--- config.mk ---
export PLATFORM = sky130hd
export DESIGN_NAME = div_seq_unit
export DESIGN_NICKNAME = d
export VERILOG_FILES = /design/src/rtl/div_seq_unit.sv
export SDC_FILE = /design/constraint.sdc
export NUM_CORES = 1
export LEC_CHECK = 0
export CAP_MARGIN = 20
export CELL_PAD_IN_SITES_DETAIL_PLACEMENT = 1
export CELL_PAD_IN_SITES_GLOBAL_PLACEMENT = 1
export CORE_UTILIZATION = 48
export DETAILED_ROUTE_END_ITERATION = 8
export DONT_BUFFER_PORTS = 1
export PLACE_DENSITY_LB_ADDON = 0.1
export SETUP_SLACK_MARGIN = 0.1
export SYNTH_ARGS = -nofsm -noshare
export SYNTH_HDL_FRONTEND = slang
export SYNTH_SLANG_ARGS = --single-unit
--- constraint.sdc ---
create_clock -name clk -period 3.95 [get_ports clk]
set_input_delay 0.79 -clock clk [delete_from_list [all_inputs] [get_ports clk]]
set_output_delay 0.79 -clock clk [all_outputs]
set_load 0.05 [all_outputs]
--- src/rtl/div_seq_unit.sv ---
// Multicycle signed restoring divider for the DIV instruction.
// The unit divides operand magnitudes, producing one quotient bit per clock,
// then applies the signs in a final fix-up cycle. The quotient truncates
// toward zero and the remainder takes the sign of the dividend.
// Divide-by-zero completes in one cycle with a flag and leaves hi/lo untouched.
module div_seq_unit #(
   parameter int WIDTH = 32
) (
   input  logic             clk,
   input  logic             reset,
   input  logic             start,
   input  logic [WIDTH-1:0] dividend,
   input  logic [WIDTH-1:0] divisor,
   output logic [WIDTH-1:0] hi,
   output logic [WIDTH-1:0] lo,
   output logic             busy,
   output logic             done,
   output logic             div_zero
);

   localparam int CW = $clog2(WIDTH + 1);

   typedef enum logic [1:0] {
      ST_IDLE = 2'd0,
      ST_RUN  = 2'd1,
      ST_FIX  = 2'd2
   } state_t;

   state_t           state_q, state_d;
   logic [WIDTH-1:0] rem_q, rem_d;
   logic [WIDTH-1:0] quo_q, quo_d;
   logic [WIDTH-1:0] dvs_q, dvs_d;
   logic [WIDTH-1:0] hi_q, hi_d;
   logic [WIDTH-1:0] lo_q, lo_d;
   logic [CW-1:0]    cnt_q, cnt_d;
   logic             qsign_q, qsign_d;
   logic             rsign_q, rsign_d;
   logic             busy_q, busy_d;
   logic             done_q, done_d;
   logic             dz_q, dz_d;
   logic [WIDTH:0]   shift_s;
   logic [WIDTH:0]   trial_s;

   // Two's-complement negation.
   function automatic logic [WIDTH-1:0] neg_f(input logic [WIDTH-1:0] v);
      return ~v + {{(WIDTH-1){1'b0}}, 1'b1};
   endfunction

   // Unsigned magnitude of a signed value; INT_MIN maps to 2^(WIDTH-1), which
   // is exactly what the unsigned datapath needs.
   function automatic logic [WIDTH-1:0] mag_f(input logic [WIDTH-1:0] v);
      return v[WIDTH-1] ? neg_f(v) : v;
   endfunction

   // Shift the next dividend bit into the remainder and trial-subtract the divisor.
   always_comb begin
      shift_s = {rem_q, quo_q[WIDTH-1]};
      trial_s = shift_s - {1'b0, dvs_q};
   end

   // Next-state and datapath update for the IDLE/RUN/FIX sequence.
   always_comb begin
      state_d = state_q;
      rem_d   = rem_q;
      quo_d   = quo_q;
      dvs_d   = dvs_q;
      hi_d    = hi_q;
      lo_d    = lo_q;
      cnt_d   = cnt_q;
      qsign_d = qsign_q;
      rsign_d = rsign_q;
      busy_d  = busy_q;
      done_d  = 1'b0;
      dz_d    = 1'b0;
      case (state_q)
         ST_IDLE: begin
            if (start) begin
               if (divisor == {WIDTH{1'b0}}) begin
                  done_d = 1'b1;
                  dz_d   = 1'b1;
               end else begin
                  quo_d   = mag_f(dividend);
                  dvs_d   = mag_f(divisor);
                  rem_d   = {WIDTH{1'b0}};
                  qsign_d = dividend[WIDTH-1] ^ divisor[WIDTH-1];
                  rsign_d = dividend[WIDTH-1];
                  cnt_d   = CW'(WIDTH);
                  busy_d  = 1'b1;
                  state_d = ST_RUN;
               end
            end else begin
               state_d = ST_IDLE;
            end
         end
         ST_RUN: begin
            if (trial_s[WIDTH] == 1'b0) begin
               rem_d = trial_s[WIDTH-1:0];
               quo_d = {quo_q[WIDTH-2:0], 1'b1};
            end else begin
               rem_d = shift_s[WIDTH-1:0];
               quo_d = {quo_q[WIDTH-2:0], 1'b0};
            end
            cnt_d = cnt_q - CW'(1);
            if (cnt_q == CW'(1)) begin
               state_d = ST_FIX;
            end else begin
               state_d = ST_RUN;
            end
         end
         ST_FIX: begin
            lo_d    = qsign_q ? neg_f(quo_q) : quo_q;
            hi_d    = rsign_q ? neg_f(rem_q) : rem_q;
            done_d  = 1'b1;
            busy_d  = 1'b0;
            state_d = ST_IDLE;
         end
         default: begin
            busy_d  = 1'b0;
            state_d = ST_IDLE;
         end
      endcase
   end

   // State and datapath registers with synchronous reset; reset aborts any division.
   always_ff @(posedge clk) begin
      if (reset) begin
         state_q <= ST_IDLE;
         rem_q   <= {WIDTH{1'b0}};
         quo_q   <= {WIDTH{1'b0}};
         dvs_q   <= {WIDTH{1'b0}};
         hi_q    <= {WIDTH{1'b0}};
         lo_q    <= {WIDTH{1'b0}};
         cnt_q   <= {CW{1'b0}};
         qsign_q <= 1'b0;
         rsign_q <= 1'b0;
         busy_q  <= 1'b0;
         done_q  <= 1'b0;
         dz_q    <= 1'b0;
      end else begin
         state_q <= state_d;
         rem_q   <= rem_d;
         quo_q   <= quo_d;
         dvs_q   <= dvs_d;
         hi_q    <= hi_d;
         lo_q    <= lo_d;
         cnt_q   <= cnt_d;
         qsign_q <= qsign_d;
         rsign_q <= rsign_d;
         busy_q  <= busy_d;
         done_q  <= done_d;
         dz_q    <= dz_d;
      end
   end

   assign hi       = hi_q;
   assign lo       = lo_q;
   assign busy     = busy_q;
   assign done     = done_q;
   assign div_zero = dz_q;

endmodule

**Yosys cells after proc, flatten, opt, wreduce, memory -nomap -nowiden**

Index checks and enable logic that the tools add are counted.

- Add/sub/neg operators: 6
- Eq/ne operators: 6
- Mux-type cells: 25
- Bitwise operators: 8
- Reduce and logical (&&, ||, !) cells: 7

Operators with widths:

| operator | count |
|---|---|
| 32-bit two-way mux | 9 |
| 32-bit by 1-bit adder with 32-bit output, second input constant | 4 |
| 32-bit inverter | 4 |
| 32-bit case mux with 2 select lines | 2 |
| 33-bit by 32-bit subtractor with 33-bit output | 1 |
| 32-bit logical NOT | 1 |
| 6-bit two-way mux | 2 |
| 6-bit case mux with 2 select lines | 1 |
| 3-bit AND reduction | 3 |
| 6-bit by 1-bit equality test with 1-bit output, second input constant | 1 |
| 2-bit two-way mux | 3 |
| 6-bit by 1-bit subtractor with 6-bit output, second input constant | 1 |
| 1-bit two-way mux | 5 |
| 2-bit != test, second input constant | 2 |
| 1-bit case mux with 2 select lines | 2 |
| 2-bit case mux with 2 select lines | 1 |
| 3-bit != test, second input constant | 1 |
| 1-bit inverter | 3 |
| 2-bit by 1-bit equality test with 1-bit output, second input constant | 1 |
| 2-bit equality test, second input constant | 1 |
| 2-bit logical NOT | 1 |
| 2-bit nonzero test | 1 |
| 2-bit OR reduction | 1 |
| 1-bit XOR | 1 |

- Flip-flop bits (word level): 173
- Input port bits: 67
- Output and inout bits: 67
- Logic and storage cells: 64

**Logic depth before layout (Yosys ltp)**

Gate-level depths: netlist of run 1.

- Word-level depth: 6
- Depth in mapped cells: 13
- Gate-level depth less buffers: 12

**Worst setup path after synthesis of run 1**

Ideal clock, no wire load.

- Path kind: input to register
- Start point: input port divisor[7]
- End point: register dvs_q[27]
- Library setup time: 0.086 ns
- Arrival: 3.292 ns
- Required time: 3.864 ns
- Path slack: 0.572 ns
- Stages: 9
- Buffers on the path: 0
- Cells stage by stage: or4_1 > nor3_2 > nand3_1 > or3_1 > or2_2 > or3_1 > o41ai_1 > xor2_1 > a211oi_1

- Word-level cells in the longest chain between the ends: 3
- Elaborated cells between the ends (all ways): 6
- Classes of those cells: 1 x add/sub; 1 x mux; 2 x bitwise; 2 x reduce/logical

Ends and longest elaborated chain:

| what | line | RTL |
|---|---|---|
| from (decl) | 13 | `input logic [WIDTH-1:0] divisor,` |
| 32-bit inverter / 32-bit logical NOT (equally long branches) | 46, 78 |  |
| 32-bit by 1-bit adder with 32-bit output / 1-bit inverter (equally long branches) | - |  |
| 32-bit two-way mux / 3-bit AND reduction (equally long branches) | - |  |
| to (signal assigned) | 130 | `dvs_q <= {WIDTH{1'b0}};` |
| to (signal assigned) | 143 | `dvs_q <= dvs_d;` |
| to (decl) | 32 | `logic [WIDTH-1:0] dvs_q, dvs_d;` |

Parallel ways exist; a longest one is shown, timed or not.
A chain may end at the register's enable or synchronous reset.

**Final worst setup path of run 1**

- Start point: register quo_q[31]
- End point: register rem_q[28]

- Word-level cells in the longest chain between the ends: 3

Ends and longest elaborated chain:

| what | line | RTL |
|---|---|---|
| from (decl) | 31 | `logic [WIDTH-1:0] quo_q, quo_d;` |
| from (signal assigned) | 129 | `quo_q <= {WIDTH{1'b0}};` |
| from (signal assigned) | 142 | `quo_q <= quo_d;` |
| 33-bit by 32-bit subtractor with 33-bit output | 58 | `trial_s = shift_s - {1'b0, dvs_q};` |
| 32-bit two-way mux | 96 | `if (trial_s[WIDTH] == 1'b0) begin` |
| 32-bit case mux with 2 select lines | 75 | `case (state_q)` |
| to (signal assigned) | 128 | `rem_q <= {WIDTH{1'b0}};` |
| to (signal assigned) | 141 | `rem_q <= rem_d;` |
| to (decl) | 30 | `logic [WIDTH-1:0] rem_q, rem_d;` |

No other way between the ends.

==> summary.md, run 1 <==
| Metric | Value |
|---|---|
| Number of enable-type register cells in the synthesized netlist | `0` |
| DR WL/cell | `19.4 µm` |
| Htree depth | `4` |
| Cell with the largest stage delay on the worst path | `o211a_1` |
| Clk buf depth | `2` |
| Slew Limit Headroom | `27.9%` |
| Buffers added on ports | `0` |
| Launching point of the worst reg2reg path | `quo_q[31]$_SDFFE_PP0P_` |
| Antenna violations before repair | `0` |
| Setup TNS | `0 ns` |
| Buffers inserted by post-CTS timing repair | `0` |
| Vias in the first global route | `8985` |
| Number of failing setup endpoints in the final timing report | `0` |
| Sw Ratio | `46.4%` |
| Number of library cell types mapped by synthesis | `61` |
| Width of the chip | `151 µm` |
| Num rows | `53` |
| Type of the worst setup path | `flop to flop` |
| Critical path startpoint category | `flop` |
| Setup crit end kind | `flop` |
| TritonCTS clock tree | `yes` |
| Drt drc | `0` |
| Cts bufs inserted | `17` |
| Mapped Cells | `1355` |
| GRT Overall Usage | `27.5%` |
| Largest fanout on the critical path | `10` |
| Placed instance area | `10900 µm²` |
| WHS Path Cells | `1` |
| Cell-internal power | `5.18 mW` |
| Sequence of cells on the critical path | `inv_1, ha_1, fa_1, nand2b_1, a21o_1, a211oi_1, o21a_1, o211a_1, o211a_1, buf_4, mux2i_1, o21ai_0` |
| Max Clk Rate | `292 MHz` |
| Root buffer cell | `clkbuf_16` |
| RePlAce Congestion | `0.914` |
| Buffers and inverters on the worst path | `2` |
| Actual slew at the worst max-slew pin | `1.08 ns` |
| Register-to-register setup slack | `0.53 ns` |
| Worst-skew pair later-pin latency | `0.43 ns` |
| Total half-perimeter wirelength after legalization and detailed placement | `23100 µm` |
| Die area | `22700 µm²` |
| Largest delay share family, worst path | `compound AO/OA/AOI/OAI gates` |
| Resize count post-CTS | `0` |
| Pin count of the biggest net entering global routing | `140` |
| Most frequent cells in the layout | `173 x dfxtp_1, 155 x nor2_1, 148 x nand2_1, 110 x xor2_1, 90 x a211oi_1` |
| Proportion of layout cells with a drive suffix above 1 | `6.12%` |
| Sequential fraction of the synthesis area | `32.7%` |
| Number of hold-slack violations in the final timing report | `0` |
| Initial standard-cell utilization of the core | `49.6%` |
| Type of the tightest min-delay check | `input pin to flop` |
| Total wirelength of the detailed-routed design | `31300 µm` |
| Post-route clock period utilization | `86.6%` |
| Post-route cell area | `11600 µm²` |
| Leak | `4.35 nW` |
| Number of nets produced by synthesis | `1461` |
| Max-slew violation count | `0` |
| Reg2reg path depth | `12` |
| Pwr Total | `9.66 mW` |
| Cell mode on critical path | `o211a_1` |
| Synthesized area per cell | `7.81 µm²` |
| Fraction of synthesis flops using an asynchronous set or reset pin | `0%` |
| Via Count | `9638` |
| Fraction of power consumed by sequential logic | `24.2%` |
| Max-cap violations | `0` |
| Die height | `151 µm` |
| Clock period minus worst slack | `3.42 ns` |
| Overflow left after global routing | `0` |
| Number of hold-repair buffers added at the cts stage | `0` |
| Outcome | `complete, no violations` |
| Delay of the slowest cell on the worst path | `0.52 ns` |
| Most common library cell in the layout ignoring fill and taps | `dfxtp_1` |
| Detail-routed via count per cell | `5.97` |
| Worst Path Arrival | `3.72 ns` |
| Placeable core region | `21400 µm²` |
| Maximum clock skew at final layout | `0.00904 ns` |
| Unrepaired setup endpoints after global routing | `no` |
| Clock sink count | `173` |
| Global-route wire length before repair | `48600 µm` |
| Yosys warning count | `0` |
| Worst Path Required | `4.25 ns` |
| Worst hold start | `reset` |
| Main flop type after synthesis | `dfxtp_1` |
| Portion of total power attributed to the clock network | `18.4%` |
| Synthesized flop and latch total | `173` |
| Total net switching power | `4.48 mW` |
| Final Net Count | `1432` |
| Iteration-0 DRC count of the detailed router | `546` |
| Area Growth Syn to Fin | `9.19%` |
| Clock slew at reported path FFs | `0.07 ns` |
| Drt first pass iters | `4` |
| End point of the worst hold path | `cnt_q[0]$_SDFFE_PP0P_` |
| Part of the power in combinational logic | `57.4%` |
| Power density of the placed cells | `835 nW/µm²` |
| Peak supply drop | `0.538 mV` |
| FF-to-FF End | `rem_q[28]$_SDFFE_PP0P_` |
| Io pins | `134` |
| Number of nets with antenna violations after detailed routing | `0` |
| Synth Cell Area | `10600 µm²` |
-- registers in the layout (all words and copies together) (netlist names) --
| name | count |
|---|---|
| busy | 1 |
| cnt_q | 6 |
| div_zero | 1 |
| done | 1 |
| dvs_q | 32 |
| hi | 32 |
| lo | 32 |
| qsign_q | 1 |
| quo_q | 32 |
| rem_q | 32 |
| rsign_q | 1 |
| state_q | 2 |
-- cell type report --
cell class	instances	area, µm²
Inverter	54	203
Clock buffer	19	443
Timing Repair Buffer	30	287
Tap cell	275	344
Fill cell	2654	9790
Sequential cell	173	3460
Multi-Input combinational cell	1050	6650
Clock inverter	13	173
Antenna cell	1	2.50
-- power by group through the flow --
stage                     Sequential [mW]  Combinational [mW]  Clock [mW]
after floorplan                      2.26                4.11           0
after global placement               2.36                5.29           0
after detailed placement             2.37                5.44           0
after CTS                            2.33                5.49        1.81
after global routing                 2.37                6.10        1.88
final                                2.34                5.54        1.78
-- stage by stage --
stage	std cells	hold WS, ns	setup slack [ns]	util, %
after CTS	1612	0.415	0.550	54.0
after floorplan	1355	0.432	0.572	-
after global routing	1614	0.412	0.279	54.1
final	1615	0.424	0.529	54.1
after detailed placement	1580	0.443	0.310	51.1
after global placement	1580	0.435	0.391	51.1
-- metal layers --
metal / vias up / wire length [µm] / GRT usage [%]
met5: - / 0 / 0
met3: 25 / 2280 / 6.06
met1: 4547 / 16200 / 42.7
met2: 254 / 12500 / 37.9
met4: 0 / 294 / 5.76
li1: 4812 / - / -
-- cells in the mapped netlist, types with 3 or more instances --
master / number / area (µm²)
a2111oi_0: 3 / 26.3
a211oi_1: 90 / 676
a21o_1: 14 / 105
a21oi_1: 80 / 400
a221oi_1: 3 / 26.3
a22o_1: 5 / 43.8
a22oi_1: 3 / 22.5
a31oi_1: 6 / 37.5
a32oi_1: 10 / 87.6
and2_1: 4 / 25.0
and3_1: 5 / 31.3
buf_1: 5 / 18.8
clkbuf_1: 73 / 274
dfxtp_1: 173 / 3460
ha_1: 38 / 475
inv_1: 54 / 203
mux2i_1: 8 / 80.1
nand2_1: 148 / 556
nand2b_1: 9 / 56.3
nand3_1: 12 / 60.1
nand3b_1: 6 / 45.0
nand4_1: 4 / 25.0
nor2_1: 156 / 586
nor2b_1: 11 / 68.8
nor3_1: 38 / 190
nor4_1: 10 / 62.6
o211a_1: 3 / 30.0
o211ai_1: 17 / 128
o21a_1: 9 / 67.6
o21ai_0: 81 / 405
o21bai_1: 5 / 37.5
o22ai_1: 5 / 31.3
o31ai_1: 38 / 285
o41ai_1: 20 / 175
or2_2: 10 / 62.6
or3_1: 13 / 81.3
or4_1: 12 / 90.1
xnor2_1: 34 / 298
xor2_1: 110 / 963
-- logic make-up after synthesis --
family | synth area share (%)
DFF | 32.7
AOI/OAI and AO/OA | 25.8
xor gates and xnor gates | 11.9
buffers and inverters | 4.68
and+or+nand+nor | 19.4
muxes | 0.756
adders and majority gates | 4.68
-- worst max-delay path by stage --
stage / from / to / slack [ns] / cells after the start
floorplan: divisor[7] / dvs_q[27]$_SDFFE_PP0P_ / 0.57 / 9
global placement: divisor[7] / dvs_q[27]$_SDFFE_PP0P_ / 0.39 / 9
detailed placement: divisor[7] / dvs_q[27]$_SDFFE_PP0P_ / 0.31 / 9
CTS: quo_q[31]$_SDFFE_PP0P_ / rem_q[28]$_SDFFE_PP0P_ / 0.55 / 12
global route: quo_q[31]$_SDFFE_PP0P_ / rem_q[21]$_SDFFE_PP0P_ / 0.28 / 11
finish: quo_q[31]$_SDFFE_PP0P_ / rem_q[28]$_SDFFE_PP0P_ / 0.53 / 12
-- worst reg2reg max path: stages (launching register included) --
cell and delay, ns:
dfxtp_1 0.35, inv_1 0.08, ha_1 0.23, fa_1 0.39, nand2b_1 0.21, a21o_1 0.20
a211oi_1 0.37, o21a_1 0.25, o211a_1 0.20, o211a_1 0.52, buf_4 0.23, mux2i_1 0.17
o21ai_0 0.09
(Power assumes the default switching activity.)
==> inputs of run 2 (changes only) <==
--- a/config.mk
+++ b/config.mk
@@ -6,12 +6,10 @@
 export NUM_CORES = 1
 export LEC_CHECK = 0
 export CAP_MARGIN = 20
-export CELL_PAD_IN_SITES_DETAIL_PLACEMENT = 1
-export CELL_PAD_IN_SITES_GLOBAL_PLACEMENT = 1
-export CORE_UTILIZATION = 48
+export CORE_UTILIZATION = 50
+export CTS_BUF_LIST = sky130_fd_sc_hd__clkbuf_4
 export DETAILED_ROUTE_END_ITERATION = 8
 export DONT_BUFFER_PORTS = 1
-export PLACE_DENSITY_LB_ADDON = 0.1
 export SETUP_SLACK_MARGIN = 0.1
 export SYNTH_ARGS = -nofsm -noshare
 export SYNTH_HDL_FRONTEND = slang
==> run 2 against run 1 <==
  * First-iteration DRC count rose by 21%
  * Flip-flop and latch count did not move
  * Final area fell by 3.1%
  * Largest power group unchanged
  * Global-route usage fell by 1.9 points
  * Routed wire length fell by 12%
  * Sequential share of layout area rose by 0.97 points
  * Sequential power barely moved
  * Clock power fell by 35%
  * Utilization rose by 0.50 points
  * Worst hold slack got worse by 0.15 ns
  * Combinational power fell by 4.2%
  * Setup slack improved by 0.073 ns
==> summary.md, run 2 (same netlist as run 1, synthesis figures left out) <==
| Metric | Value |
|---|---|
| Sequence of cells on the critical path | `inv_1, ha_1, a21oi_1, o21ai_0, a2111o_1, a311o_1, or2_2, o211ai_1, buf_4, nor2_1, a21oi_1, o21ai_0` |
| Share of the core filled with cells in the final layout | `54.6%` |
| Detail-routed via count per cell | `5.75` |
| Maximum clock skew at final layout | `0.0242 ns` |
| Initial standard-cell utilization of the core | `51.7%` |
| Most common library cell in the layout ignoring fill and taps | `dfxtp_1` |
| Post-route clock period utilization | `84.8%` |
| Resize count post-CTS | `0` |
| Type of the worst setup path | `flop to flop` |
| Buffers and inverters on the worst path | `2` |
| Total half-perimeter wirelength after legalization and detailed placement | `20600 µm` |
| Antenna violations before repair | `1` |
| Actual slew at the worst max-slew pin | `1.07 ns` |
| DR WL/cell | `17.2 µm` |
| Via Count | `9226` |
| Clk buf depth | `2` |
| Proportion of layout cells with a drive suffix above 1 | `5.85%` |
| Number of hold-repair buffers added at the cts stage | `0` |
| GRT Overall Usage | `25.6%` |
| Pin count of the biggest net entering global routing | `140` |
| Overflow left after global routing | `0` |
| Setup crit end kind | `flop` |
| Pwr Total | `8.82 mW` |
| Clock period minus worst slack | `3.35 ns` |
| Placed instance area | `10900 µm²` |
| Clock slew at reported path FFs | `0.17 ns` |
| Largest delay share family, worst path | `compound AO/OA/AOI/OAI gates` |
| TritonCTS clock tree | `yes` |
| Htree depth | `4` |
| Clock sink count | `173` |
| Buffers inserted by post-CTS timing repair | `0` |
| Iteration-0 DRC count of the detailed router | `661` |
| Final setup margin | `0.602 ns` |
| Largest fanout on the critical path | `13` |
| Worst setup timing slack at the placement stage | `0.351 ns` |
| Io pins | `134` |
| Setup TNS | `0 ns` |
| Die height | `148 µm` |
| Number of hold-slack violations in the final timing report | `0` |
| Number of failing setup endpoints in the final timing report | `0` |
| Leak | `4.19 nW` |
| Root buffer cell | `clkbuf_4` |
| Die area | `21800 µm²` |
| Number of filler cells placed in the layout | `2027` |
| Area Growth Syn to Fin | `5.77%` |
| Delay of the slowest cell on the worst path | `0.43 ns` |
| RePlAce Congestion | `0.875` |
| Number of nets with antenna violations after detailed routing | `0` |
| Drt drc | `0` |
| Final Net Count | `1427` |
| Post-route cell area | `11200 µm²` |
| Total wirelength of the detailed-routed design | `27600 µm` |
| Cell with the largest stage delay on the worst path | `a2111o_1` |
| Placeable core region | `20500 µm²` |
| Slew Limit Headroom | `28.8%` |
| Type of the tightest min-delay check | `input pin to flop` |
| Max-slew violation count | `0` |
| Drt first pass iters | `5` |
| Unrepaired setup endpoints after global routing | `no` |
| Outcome | `complete, no violations` |
| Worst Path Required | `4.38 ns` |
| Worst Path Arrival | `3.78 ns` |
| Width of the chip | `148 µm` |
| Num rows | `52` |
| Global-route wire length before repair | `44300 µm` |
| Cts bufs inserted | `17` |
| Worst-skew pair later-pin latency | `0.59 ns` |
| Most frequent cells in the layout | `173 x dfxtp_1, 155 x nor2_1, 148 x nand2_1, 110 x xor2_1, 90 x a211oi_1` |
| Max Clk Rate | `299 MHz` |
| Buffers added on ports | `0` |
| Vias in the first global route | `8198` |
| Power density of the placed cells | `788 nW/µm²` |
| Max-cap violations | `0` |
| Critical path startpoint category | `flop` |
| Peak supply drop | `0.522 mV` |
run 2: cell count changes in the layout (fill, tap and decap cells not counted), sizes merged:
cell / previous run / this run
buf: 30 / 25
clkbuf: 19 / 17
clkinv: 2 / 3
inv: 62 / 63
run 2: layout make-up:
type	instances	area (µm²)	area share (%)
multi-input cells	1050	6650	59.4
repair buffers	25	225	2.01
well taps	270	338	3.02
diodes	1	2.50	0.0223
clock buffers	17	128	1.14
inverters	54	203	1.81
flip-flops and latches	173	3460	30.9
clock inverters	15	193	1.72
run 2: report_power, final:
group / switching [mW] / total (mW) / internal (mW) / leakage (nW)
Clock: 0.739 / 1.15 / 0.412 / 0.170
Combinational: 3.05 / 5.31 / 2.26 / 2.61
Sequential: 0.397 / 2.36 / 1.96 / 1.41
run 2: metal layers:
metal	part of all wire (%)	track usage, %	vias to the layer above
li1	-	-	4828
met1	55	41.5	4120
met2	37	33.0	270
met3	7.9	6.51	8
met4	0.43	4.54	0
met5	0	0	-
run 2: path summary, 6_finish.rpt:
| kind | from | slack (ns) | end | cells past startpoint |
|---|---|---|---|---|
| min reg2reg | dvs_q[25]$_SDFFE_PP0P_ | 0.46 | dvs_q[25]$_SDFFE_PP0P_ | 2 |
| min | reset | 0.27 | dvs_q[4]$_SDFFE_PP0P_ | 1 |
| max reg2reg | dvs_q[23]$_SDFFE_PP0P_ | 0.60 | rem_q[14]$_SDFFE_PP0P_ | 12 |
| max | dvs_q[23]$_SDFFE_PP0P_ | 0.60 | rem_q[14]$_SDFFE_PP0P_ | 12 |
run 2: metrics by stage:
stage          instances  hold WS (ns)
2_1_floorplan       1355         0.432
5_1_grt             1605         0.201
6_report            1605         0.272
4_1_cts             1604         0.218
3_5_place_dp        1572         0.439
3_3_place_gp        1572         0.434
==> inputs of run 3 (changes only) <==
==> constraint.sdc (replaced) <==
create_clock -name clk -period 3.2 [get_ports clk]
set_input_delay 0.64 -clock clk [delete_from_list [all_inputs] [get_ports clk]]
set_output_delay 0.64 -clock clk [all_outputs]
set_load 0.05 [all_outputs]
==> run 3 against run 2 <==
  * Sequential power up 20%
  * Worst hold slack worse by 0.15 ns
  * Critical path depth fell by 4
  * Clock skew is 0.0011 ns lower
  * Sequential share of layout area down 1.6 points
  * Count of clock-buffer cells in the layout unchanged
  * Die area unchanged
  * Routed wire length grew 5.8%
  * Critical endpoint is now hi[27]$_SDFFE_PP0P_
  * Highest routed layer unchanged
  * Final area increased by 5.8%
  * Largest cell class unchanged
==> summary.md, run 3 (same netlist as run 1, synthesis figures left out) <==
| Metric | Value |
|---|---|
| Outcome | `complete, no violations` |
| Maximum clock skew at final layout | `0.0231 ns` |
| Setup TNS | `0 ns` |
| Detail-routed via count per cell | `5.87` |
| Pin count of the biggest net entering global routing | `140` |
| Actual slew at the worst max-slew pin | `1.04 ns` |
| Die height | `148 µm` |
| Launching point of the worst reg2reg path | `rem_q[16]$_SDFFE_PP0P_` |
| Worst Path Required | `3.69 ns` |
| Width of the chip | `148 µm` |
| Most frequent cells in the layout | `162 x dfxtp_1, 155 x nor2_1, 148 x nand2_1, 110 x xor2_1, 88 x a211oi_1` |
| TritonCTS clock tree | `yes` |
| Detailed-routed wire length on met2 | `11000 µm` |
| Total half-perimeter wirelength after legalization and detailed placement | `21700 µm` |
| Share of the core filled with cells in the final layout | `57.8%` |
| Worst hold start | `reset` |
| Finished Layout Cells | `1657` |
| Max-cap violations | `0` |
| DR WL/cell | `17.6 µm` |
| Root buffer cell | `clkbuf_4` |
| Num rows | `52` |
| Drt first pass iters | `5` |
| Worst-skew pair later-pin latency | `0.58 ns` |
| Setup crit end kind | `flop` |
| Clock slew at reported path FFs | `0.16 ns` |
| Via Count | `9720` |
| Placeable core region | `20500 µm²` |
| Slew Limit Headroom | `30.4%` |
| Htree depth | `4` |
| Sw Ratio | `46.9%` |
| Vias in the first global route | `8605` |
| Unrepaired setup endpoints after global routing | `yes` |
| Cell-internal power | `6.46 mW` |
| Number of hold-slack violations in the final timing report | `0` |
| Total net switching power | `5.71 mW` |
| Fraction of power consumed by sequential logic | `23.3%` |
| Type of the worst setup path | `flop to flop` |
| Critical path capture point | `hi[27]$_SDFFE_PP0P_` |
| Clk buf depth | `2` |
| Number of failing setup endpoints in the final timing report | `0` |
| Max-slew violation count | `0` |
| Total wirelength of the detailed-routed design | `29200 µm` |
| Number of hold-repair buffers added at the cts stage | `0` |
| Number of nets with antenna violations after detailed routing | `0` |
| Number of filler cells placed in the layout | `1991` |
| GRT Overall Usage | `26.4%` |
| Initial standard-cell utilization of the core | `51.7%` |
| Top metal layer carrying routed signals | `met4` |
| Worst Path Arrival | `3.53 ns` |
| Clock sink count | `173` |
| Clock period minus worst slack | `3.04 ns` |
| Register-to-register setup slack | `0.16 ns` |
| FF-to-FF End | `hi[27]$_SDFFE_PP0P_` |
| Critical path startpoint category | `flop` |
| Cts bufs inserted | `17` |
| Buffers added on ports | `0` |
| Leak | `4.52 nW` |
| Area Growth Syn to Fin | `11.9%` |
| Overflow left after global routing | `0` |
| Proportion of layout cells with a drive suffix above 1 | `11.8%` |
| Power density of the placed cells | `1030 nW/µm²` |
| WHS | `0.119 ns` |
| Final Net Count | `1479` |
| Peak supply drop | `0.760 mV` |
| Most common library cell in the layout ignoring fill and taps | `dfxtp_1` |
| Global-route wire length before repair | `45900 µm` |
| Worst setup path startpoint | `rem_q[16]$_SDFFE_PP0P_` |
| Post-route clock period utilization | `94.9%` |
| Portion of total power attributed to the clock network | `10.3%` |
| Io pins | `134` |
| Met3 WL post-DR | `2070 µm` |
| Antenna violations before repair | `1` |
| Type of the tightest min-delay check | `input pin to flop` |
| Reg2reg path depth | `8` |
| Pwr Total | `12.2 mW` |
| Total placed cells including tap cells | `1611` |
| Part of the power in combinational logic | `66.5%` |
| Drt drc | `0` |
| Iteration-0 DRC count of the detailed router | `758` |
| RePlAce Congestion | `0.854` |
| Die area | `21800 µm²` |
| Largest fanout on the critical path | `6` |
| Max Clk Rate | `329 MHz` |
| Wire length on met1 | `15900 µm` |
[run 3: cell types whose count changed in the layout (fill, tap and decap cells not counted), sizes merged]
| cell | before | now |
|---|---|---|
| clkinv | 3 | 7 |
| clkbuf | 17 | 20 |
| bufinv | 2 | 0 |
| inv | 63 | 61 |
| buf | 25 | 74 |
[run 3: through the flow]
stage | instance area, µm² | setup slack (ns)
after floorplan | 10600 | 0.0862
after global routing | 11800 | 0.000389
after global placement | 11200 | 0.0183
final | 11800 | 0.163
after detailed placement | 11200 | 0.0255
after CTS | 11500 | 0.111
[run 3: critical path: stages, from the launching register on]
cell and delay, ns:
dfxtp_2 0.39, or4_4 0.50, or4_1 0.44, or2_4 0.26, or3_4 0.38, or4_4 0.47
o21ai_0 0.21, xor2_1 0.09, a211oi_1 0.22
[run 3: power groups by stage]
stage / clock [mW] / combinational [mW] / sequential (mW)
floorplan: 0 / 5.08 / 2.79
global placement: 0 / 6.91 / 2.84
detailed placement: 0 / 6.97 / 2.85
CTS: 1.28 / 7.04 / 2.80
global route: 1.38 / 8.83 / 2.86
finish: 1.25 / 8.08 / 2.83
[run 3: worst min path at each step]
stage,end,slack (ns),cells after the start
finish,cnt_q[0]$_SDFFE_PP0P_,0.12,1
global route,rsign_q$_SDFFE_PP0P_,0.07,1
CTS,cnt_q[5]$_SDFFE_PP0P_,0.08,1
detailed placement,dvs_q[30]$_SDFFE_PP0P_,0.45,2
global placement,dvs_q[16]$_SDFFE_PP0P_,0.44,2
floorplan,dvs_q[16]$_SDFFE_PP0P_,0.43,2
[run 3: cell type report]
class	count	area, µm²	area share [%]
Clock buffer	17	128	1.08
Sequential cell	173	3480	29.4
Clock inverter	15	151	1.28
Antenna cell	1	2.50	0.0211
Inverter	54	203	1.71
Tap cell	270	338	2.85
Multi-Input combinational cell	1050	6800	57.4
Timing Repair Buffer	77	746	6.29
[run 3: repair_timing]
action,CTS,global route
cloned,0,4
buffers inserted,2,6
setup endpoints to repair,2,36
resized for setup,1,42
pin swaps,2,11
[run 3: metal layers]
metal,up-vias,track usage (%)
met3,18,5.00
met2,282,34.0
met1,4496,43.7
li1,4924,-
met5,-,0
met4,0,5.46
